$ cat config.mk
export PLATFORM = sky130hd
export DESIGN_NAME = multicycle_control_unit
export DESIGN_NICKNAME = d
export VERILOG_FILES = /design/src/rtl/multicycle_control_unit.sv
export SDC_FILE = /design/constraint.sdc
export NUM_CORES = 1
export LEC_CHECK = 0
export BUFFER_PORTS_ARGS = -buffer_cell sky130_fd_sc_hd__buf_2
export CORE_ASPECT_RATIO = 0.75
export CORE_MARGIN = 2
export CORE_UTILIZATION = 45
export CTS_CLUSTER_DIAMETER = 200
export DETAILED_ROUTE_END_ITERATION = 7
export HOLD_SLACK_MARGIN = 0.1
export MAX_ROUTING_LAYER = met4
export PLACE_DENSITY = 0.8
export SYNTH_ARGS = -nofsm -noshare
export SYNTH_HDL_FRONTEND = slang
export SYNTH_SLANG_ARGS = --single-unit
$ cat constraint.sdc
create_clock -name CLK -period 2.2 [get_ports CLK]
set_input_delay 0.11 -clock CLK [delete_from_list [all_inputs] [get_ports CLK]]
set_output_delay 0.11 -clock CLK [all_outputs]
set_load 0.03 [all_outputs]
$ cat src/rtl/multicycle_control_unit.sv
// Purpose: multicycle ARM-subset controller; sequences datapath selects/enables and holds NZCV.
// Latency: B 3, STR 4, data-processing 4, LDR 5 cycles per instruction; outputs are Moore plus decode.
// Backpressure: none; the sequence is fixed and RST aborts any instruction in flight.
module multicycle_control_unit (
    input  logic        CLK,
    input  logic        RST,
    input  logic [19:0] Instr,
    input  logic [3:0]  ALU_Flags,
    output logic        PCWrite,
    output logic        IRWrite,
    output logic        AdrSrc,
    output logic        MemWrite,
    output logic        RegWrite,
    output logic [1:0]  ResultSrc,
    output logic        ALUSrcA,
    output logic [1:0]  ALUSrcB,
    output logic [1:0]  ALU_Code,
    output logic [1:0]  ImmSrc,
    output logic [1:0]  RegSrc,
    output logic [3:0]  Flags_q
);
    localparam logic [3:0] FETCH  = 4'd0;
    localparam logic [3:0] DECODE = 4'd1;
    localparam logic [3:0] MEMADR = 4'd2;
    localparam logic [3:0] MEMRD  = 4'd3;
    localparam logic [3:0] MEMWB  = 4'd4;
    localparam logic [3:0] MEMWR  = 4'd5;
    localparam logic [3:0] EXECR  = 4'd6;
    localparam logic [3:0] EXECI  = 4'd7;
    localparam logic [3:0] ALUWB  = 4'd8;
    localparam logic [3:0] BRANCH = 4'd9;

    logic [3:0] state, state_nxt;
    logic [3:0] cond, rd, cmd;
    logic [1:0] op;
    logic [5:0] funct;
    logic       n_f, z_f, c_f, v_f;
    logic       cond_ex, legal, no_write, logic_op, rd_pc;
    logic [1:0] cmd_code;
    logic       unused_bits;

    assign cond        = Instr[19:16];
    assign op          = Instr[15:14];
    assign funct       = Instr[13:8];
    assign rd          = Instr[7:4];
    assign cmd         = funct[4:1];
    assign rd_pc       = (rd == 4'd15);
    assign unused_bits = ^Instr[3:0];
    assign {n_f, z_f, c_f, v_f} = Flags_q;

    always_comb begin
        cond_ex = 1'b0;
        case (cond)
            4'b0000: cond_ex = z_f;
            4'b0001: cond_ex = ~z_f;
            4'b0010: cond_ex = c_f;
            4'b0011: cond_ex = ~c_f;
            4'b0100: cond_ex = n_f;
            4'b0101: cond_ex = ~n_f;
            4'b0110: cond_ex = v_f;
            4'b0111: cond_ex = ~v_f;
            4'b1000: cond_ex = c_f & ~z_f;
            4'b1001: cond_ex = ~c_f | z_f;
            4'b1010: cond_ex = (n_f == v_f);
            4'b1011: cond_ex = (n_f != v_f);
            4'b1100: cond_ex = ~z_f & (n_f == v_f);
            4'b1101: cond_ex = z_f | (n_f != v_f);
            4'b1110: cond_ex = 1'b1;
            default: cond_ex = 1'b0;
        endcase
    end

    always_comb begin
        legal    = 1'b1;
        no_write = 1'b0;
        logic_op = 1'b0;
        cmd_code = 2'b00;
        case (cmd)
            4'b0100: cmd_code = 2'b00;
            4'b0010: cmd_code = 2'b01;
            4'b0000: begin cmd_code = 2'b10; logic_op = 1'b1; end
            4'b1100: begin cmd_code = 2'b11; logic_op = 1'b1; end
            4'b1010: begin cmd_code = 2'b01; no_write = 1'b1; end
            default: legal = 1'b0;
        endcase
    end

    always_comb begin
        state_nxt = FETCH;
        case (state)
            FETCH:  state_nxt = DECODE;
            DECODE: begin
                case (op)
                    2'b01:   state_nxt = MEMADR;
                    2'b00:   state_nxt = funct[5] ? EXECI : EXECR;
                    2'b10:   state_nxt = BRANCH;
                    default: state_nxt = FETCH;
                endcase
            end
            MEMADR: state_nxt = funct[0] ? MEMRD : MEMWR;
            MEMRD:  state_nxt = MEMWB;
            EXECR,
            EXECI:  state_nxt = ALUWB;
            default: state_nxt = FETCH;
        endcase
    end

    // Flags commit leaving EXEC; cond_ex here still reflects the pre-update NZCV.
    always_ff @(posedge CLK) begin
        if (RST) begin
            state   <= FETCH;
            Flags_q <= 4'b0000;
        end else begin
            state <= state_nxt;
            if ((state == EXECR || state == EXECI) && funct[0] && cond_ex && legal) begin
                if (logic_op)
                    Flags_q[3:2] <= ALU_Flags[3:2];
                else
                    Flags_q <= ALU_Flags;
            end
        end
    end

    always_comb begin
        PCWrite   = 1'b0;
        IRWrite   = 1'b0;
        AdrSrc    = 1'b0;
        MemWrite  = 1'b0;
        RegWrite  = 1'b0;
        ResultSrc = 2'b00;
        ALUSrcA   = 1'b0;
        ALUSrcB   = 2'b00;
        ALU_Code  = 2'b00;
        ImmSrc    = 2'b00;
        RegSrc    = 2'b00;
        if (!RST) begin
            ImmSrc = op;
            RegSrc = {(op == 2'b01) & ~funct[0], (op == 2'b10)};
            case (state)
                FETCH: begin
                    IRWrite   = 1'b1;
                    PCWrite   = 1'b1;
                    ALUSrcA   = 1'b1;
                    ALUSrcB   = 2'b10;
                    ResultSrc = 2'b10;
                end
                DECODE: begin
                    ALUSrcA   = 1'b1;
                    ALUSrcB   = 2'b10;
                    ResultSrc = 2'b10;
                end
                MEMADR: begin
                    ALUSrcB  = 2'b01;
                    ALU_Code = funct[3] ? 2'b00 : 2'b01;
                end
                MEMRD: AdrSrc = 1'b1;
                MEMWB: begin
                    ResultSrc = 2'b01;
                    RegWrite  = cond_ex;
                    PCWrite   = cond_ex & rd_pc;
                end
                MEMWR: begin
                    AdrSrc   = 1'b1;
                    MemWrite = cond_ex;
                end
                EXECR: ALU_Code = cmd_code;
                EXECI: begin
                    ALUSrcB  = 2'b01;
                    ALU_Code = cmd_code;
                end
                ALUWB: begin
                    RegWrite = cond_ex & ~no_write & legal;
                    PCWrite  = cond_ex & ~no_write & legal & rd_pc;
                end
                BRANCH: begin
                    ALUSrcB   = 2'b01;
                    ResultSrc = 2'b10;
                    PCWrite   = cond_ex;
                end
                default: ;
            endcase
        end
    end
endmodule

# After elaboration in Yosys (flattened, before gate mapping)
# Cells that the tools add are included.
# op_classes
muxes	30
n_reduce_logical	17
bitwise	16
n_eq_ne	32
# op_table
operator	count
4-bit == test (second input constant)	12
4-bit by 3-bit == test with 1-bit output (second input constant)	9
4-bit by 2-bit == test with 1-bit output (second input constant)	5
4-bit one-hot mux with 5 select lines	1
1-bit two-way mux	15
1-bit one-hot mux with 15 select lines	1
4-bit logical NOT	3
2-bit one-hot mux with 2 select lines	3
4-bit one-hot mux with 3 select lines	1
2-bit two-way mux	5
2-bit OR reduction	5
4-bit by 1-bit == test with 1-bit output (second input constant)	2
1-bit bitwise AND	7
1-bit inverter	7
2-bit one-hot mux with 3 select lines	1
3-bit OR reduction	2
5-bit OR reduction	1
1-bit one-hot mux with 4 select lines	1
1-bit logical AND	3
3-bit two-way mux	1
2-bit by 1-bit == test with 1-bit output (second input constant)	1
2-bit == test (second input constant)	1
2-bit logical NOT	1
1-bit bitwise OR	2
other kinds (5)	5
# word_totals
out_inout_bits	20
regBits	8
inputBits	26
elab_cells	98

# Longest topological paths before layout
# logic_depth
depth_word	8
mapped_depth	6
mapped_depth_nobuf	5

# Worst setup path before layout
# OpenSTA, ideal clock, no wires.
# synth_path
path_type	reg2out
startpoint	register state[0]
endpoint	output port ResultSrc[1]
n_path_buf	1
required_time_ps	2090
setup_slack_ps	-200
path_stages_with_launch	4
arrival_time_ps	2290
path_cell_list	dfxtp_1 > clkbuf_1 > inv_2 > a2111oi_0
# synth_via
elab_chain_cells	4
word_cells_on_any_way	7
classes_between	eq/ne (3); mux (2); reduce/logical (2)
# synth_lines
element	line_no	source
start: declaration	33	logic [3:0] state, state_nxt;
start signal: assignment	114	state <= state_nxt;
4-bit == test, or another cell as far along	139	case (state)
3-bit OR reduction (no source line)	-	
2-bit one-hot mux with 2 select lines (*)	139	
2-bit two-way mux (*)	136	if (!RST) begin
end: declaration	14	output logic [1:0] ResultSrc,
# Mark *: on every way between the ends. The rest lies on a longest branch, timed or not.

# Worst setup path in the final report
# layout_path
startpoint	register Flags_q[1]
endpoint	output port PCWrite
# layout_via
elab_chain_cells	8
word_cells_on_any_way	10
classes_between	mux (3); bitwise (7)
# layout_lines
element	line_no	source
start: declaration	20	output logic [3:0] Flags_q
start signal: assignment	119	Flags_q <= ALU_Flags;
1-bit inverter	57, 63	
1-bit bitwise OR	63	4'b1001: cond_ex = ~c_f | z_f;
1-bit one-hot mux with 15 select lines (*)	53	case (cond)
1-bit bitwise AND (3 in a row)	173	PCWrite = cond_ex & ~no_write & legal & rd_pc;
1-bit one-hot mux with 4 select lines (*)	139	
1-bit two-way mux (*)	136	
end: declaration	9	output logic PCWrite,
# Marks and branches as above.

==> results.cfg <==
[global_routing]
grt_overflow = 0
grt_pass1_vias = 876
grt_pass1_wl_mm = 3.91
grt_max_degree = 18
antenna_found_initial = 0
grt_usage = 0.210

[worst_setup_path]
cp.arrival_ns = 2.00
end_kind = output pin
cp_slowest_stage_delay_ns = 0.40
crit_type = flop to output pin
start_kind = flop
crit_path_top_delay_cell = dfxtp_1
crit_fanout = 5
worstSetupStartpoint = Flags_q[1]$_SDFFE_PP0P_
cpLargestDelayFamily = compound AO/OA/AOI/OAI gates
crit_required_ns = 2.09
cp_cell_sequence = mux2i_1 > or2_1 > a221oi_4 > nor3_2 > o41ai_4 > clkbuf_4
r2r-start = Flags_q[3]$_SDFFE_PP0P_
cp.buffers_inverters = 1

[sta]
hold_viol_final = 0
fmax_mhz = 474
drv_slew = 0
skew_ns = 0.00267
tns_ns = 0
period_minus_slack_ns = 2.11
timing.final.crit_share = 0.958
setup_violations = 0
holdWs_ns = 0.0976
relSlewSlack = 0.685
tightest_slew_ns = 0.472

[clock_tree]
clock_path_buffers = 2
worstSkewPairLatency_ns = 0.26
clk_pin_slew_ns = 0.05
cts_root_buf = clkbuf_4
cts.sinks = 8
htreeDepth = 1
numCtsBuffers = 3
cts_tree = built

[place]
hpwl_mm = 1.83
portBuffers = 41
place_area_um2 = 1130
place.gp.congestion = 0.875

[synthesis]
yosys_register_bits = 8
synth.net_count = 144
synth_cells = 118
synth_enable_flop_cells = 0
syn_avg_cell_area_um2 = 7.85
synthDistinctLibCells = 43
ys_warn_count = 0
syn-cell-area_um2 = 926
ys.flop_type = dfxtp_1
async_flop_share = 0
ys_seq_area_frac = 0.173

[die]
die_x_um = 56.4
die_h_um = 43.3
ios = 46
rows = 14
start_util = 0.468
dieArea_um2 = 2440
core_area_um2 = 1980

[power]
p_leak_nw = 0.555
powerDensity_nw_per_um2 = 381
ir_worst_vdd_mv = 0.397

[route]
dr_total_vias = 1037
drcViolationCount = 0
postRouteAntennaNets = 0
wl_per_cell_um = 13.6
first_pass_iters = 4
drt-vias-per-instance = 5.70
drt_iter0_drc = 22
drt-total-wl_mm = 2.47

[hold_path]
holdCritStartpoint = ALU_Flags[2]
hold_class = input pin to flop

[layout]
layout.cells.most_common = buf_2
final_area_um2 = 1200
nNetsFinal = 186
drive_above_1_share = 0.418
final_cell_mix = buf_2 (40), nand2b_1 (12), a21oi_1 (9)
utilization = 0.607
antenna_cells = 0
syn_to_final_growth_pct = 29.7

[job]
maxCapViolCount = 0

[status]
status = finished clean
## cell type report
cell class,instances,area (um2)
Inverter,6,22.5
Multi-Input combinational cell,96,722
Tap cell,24,30.0
Fill cell,176,778
Timing Repair Buffer,45,240
Clock buffer,3,22.5
Sequential cell,8,164
## cells in the mapped netlist, types with 2 or more instances
library cell / count / area, um2
a311oi_2: 2 / 30.0
nor3b_1: 2 / 15.0
o21ai_0: 2 / 10.0
xnor2_1: 2 / 17.5
nor2b_1: 5 / 31.3
inv_1: 5 / 18.8
nand2_1: 3 / 11.3
buf_6: 2 / 22.5
nor3_1: 8 / 40.0
nand2b_1: 12 / 75.1
dfxtp_1: 8 / 160
and4bb_1: 3 / 37.5
mux2i_1: 6 / 60.1
nand4b_1: 3 / 26.3
a21oi_1: 9 / 45.0
or3_1: 3 / 18.8
clkbuf_1: 4 / 15.0
nor2_1: 8 / 30.0
o31ai_2: 2 / 25.0
a31oi_1: 2 / 12.5
and2b_2: 3 / 26.3
a211oi_1: 3 / 22.5
## path summary, 6_finish.rpt
check	end	slack [ns]	cells after the start
max	PCWrite	0.09	6
min	Flags_q[2]$_SDFFE_PP0P_	0.1	3
max reg2reg	Flags_q[3]$_SDFFE_PP0P_	0.38	6
min reg2reg	Flags_q[2]$_SDFFE_PP0P_	0.51	2
## state kept, by name, summed over array words and instances, names as in the netlist
signal,cells
state,4
Flags_q,4
## power by group
group | switching (mW) | internal [mW] | total, mW | leakage, nW
clock | 0.0553 | 0.0628 | 0.118 | 0.0138
sequential | 0.0149 | 0.150 | 0.165 | 0.0666
combinational | 0.106 | 0.0696 | 0.175 | 0.475
## cells by family after synthesis
logic type,Yosys count,synth area share
AO/OA/AOI/OAI,27,0.235
multiplexers,6,0.0649
XOR/XNOR,3,0.0284
AND/OR/NAND/NOR,60,0.420
buffers and inverters,14,0.0784
flip-flops,8,0.173
## metrics by stage
stage	worst slack, ns	power [mW]	cells
CTS	0.0508	0.455	181
global placement	0.247	0.325	175
global route	-0.00136	0.478	182
floorplan	0.103	0.282	118
finish	0.0920	0.458	182
detailed placement	0.202	0.331	175
## routing by layer
| metal | global-route usage | part of all wire |
|---|---|---|
| met3 | 0.0183 | 0.038 |
| met2 | 0.346 | 0.48 |
| met1 | 0.271 | 0.47 |
| met4 | 0.0810 | 0.0097 |
| met5 | - | 0 |
## timing repair
item	CTS	global route
pin swaps	2	2
hold buffers	1	0
setup buffers	2	1
endpoints found under the hold margin	1	0
gates resized for setup	2	3
setup endpoints to repair	1	2
## worst register-to-register path, delay by kind of cell (launching register included)
family | cells | cell delay [ns]
XOR/XNOR | 1 | 0.16
buffers and inverters | 1 | 0.17
flip-flops | 1 | 0.42
multiplexers | 2 | 0.48
AO/OA/AOI/OAI | 2 | 0.52
(Power assumes the default switching activity.)
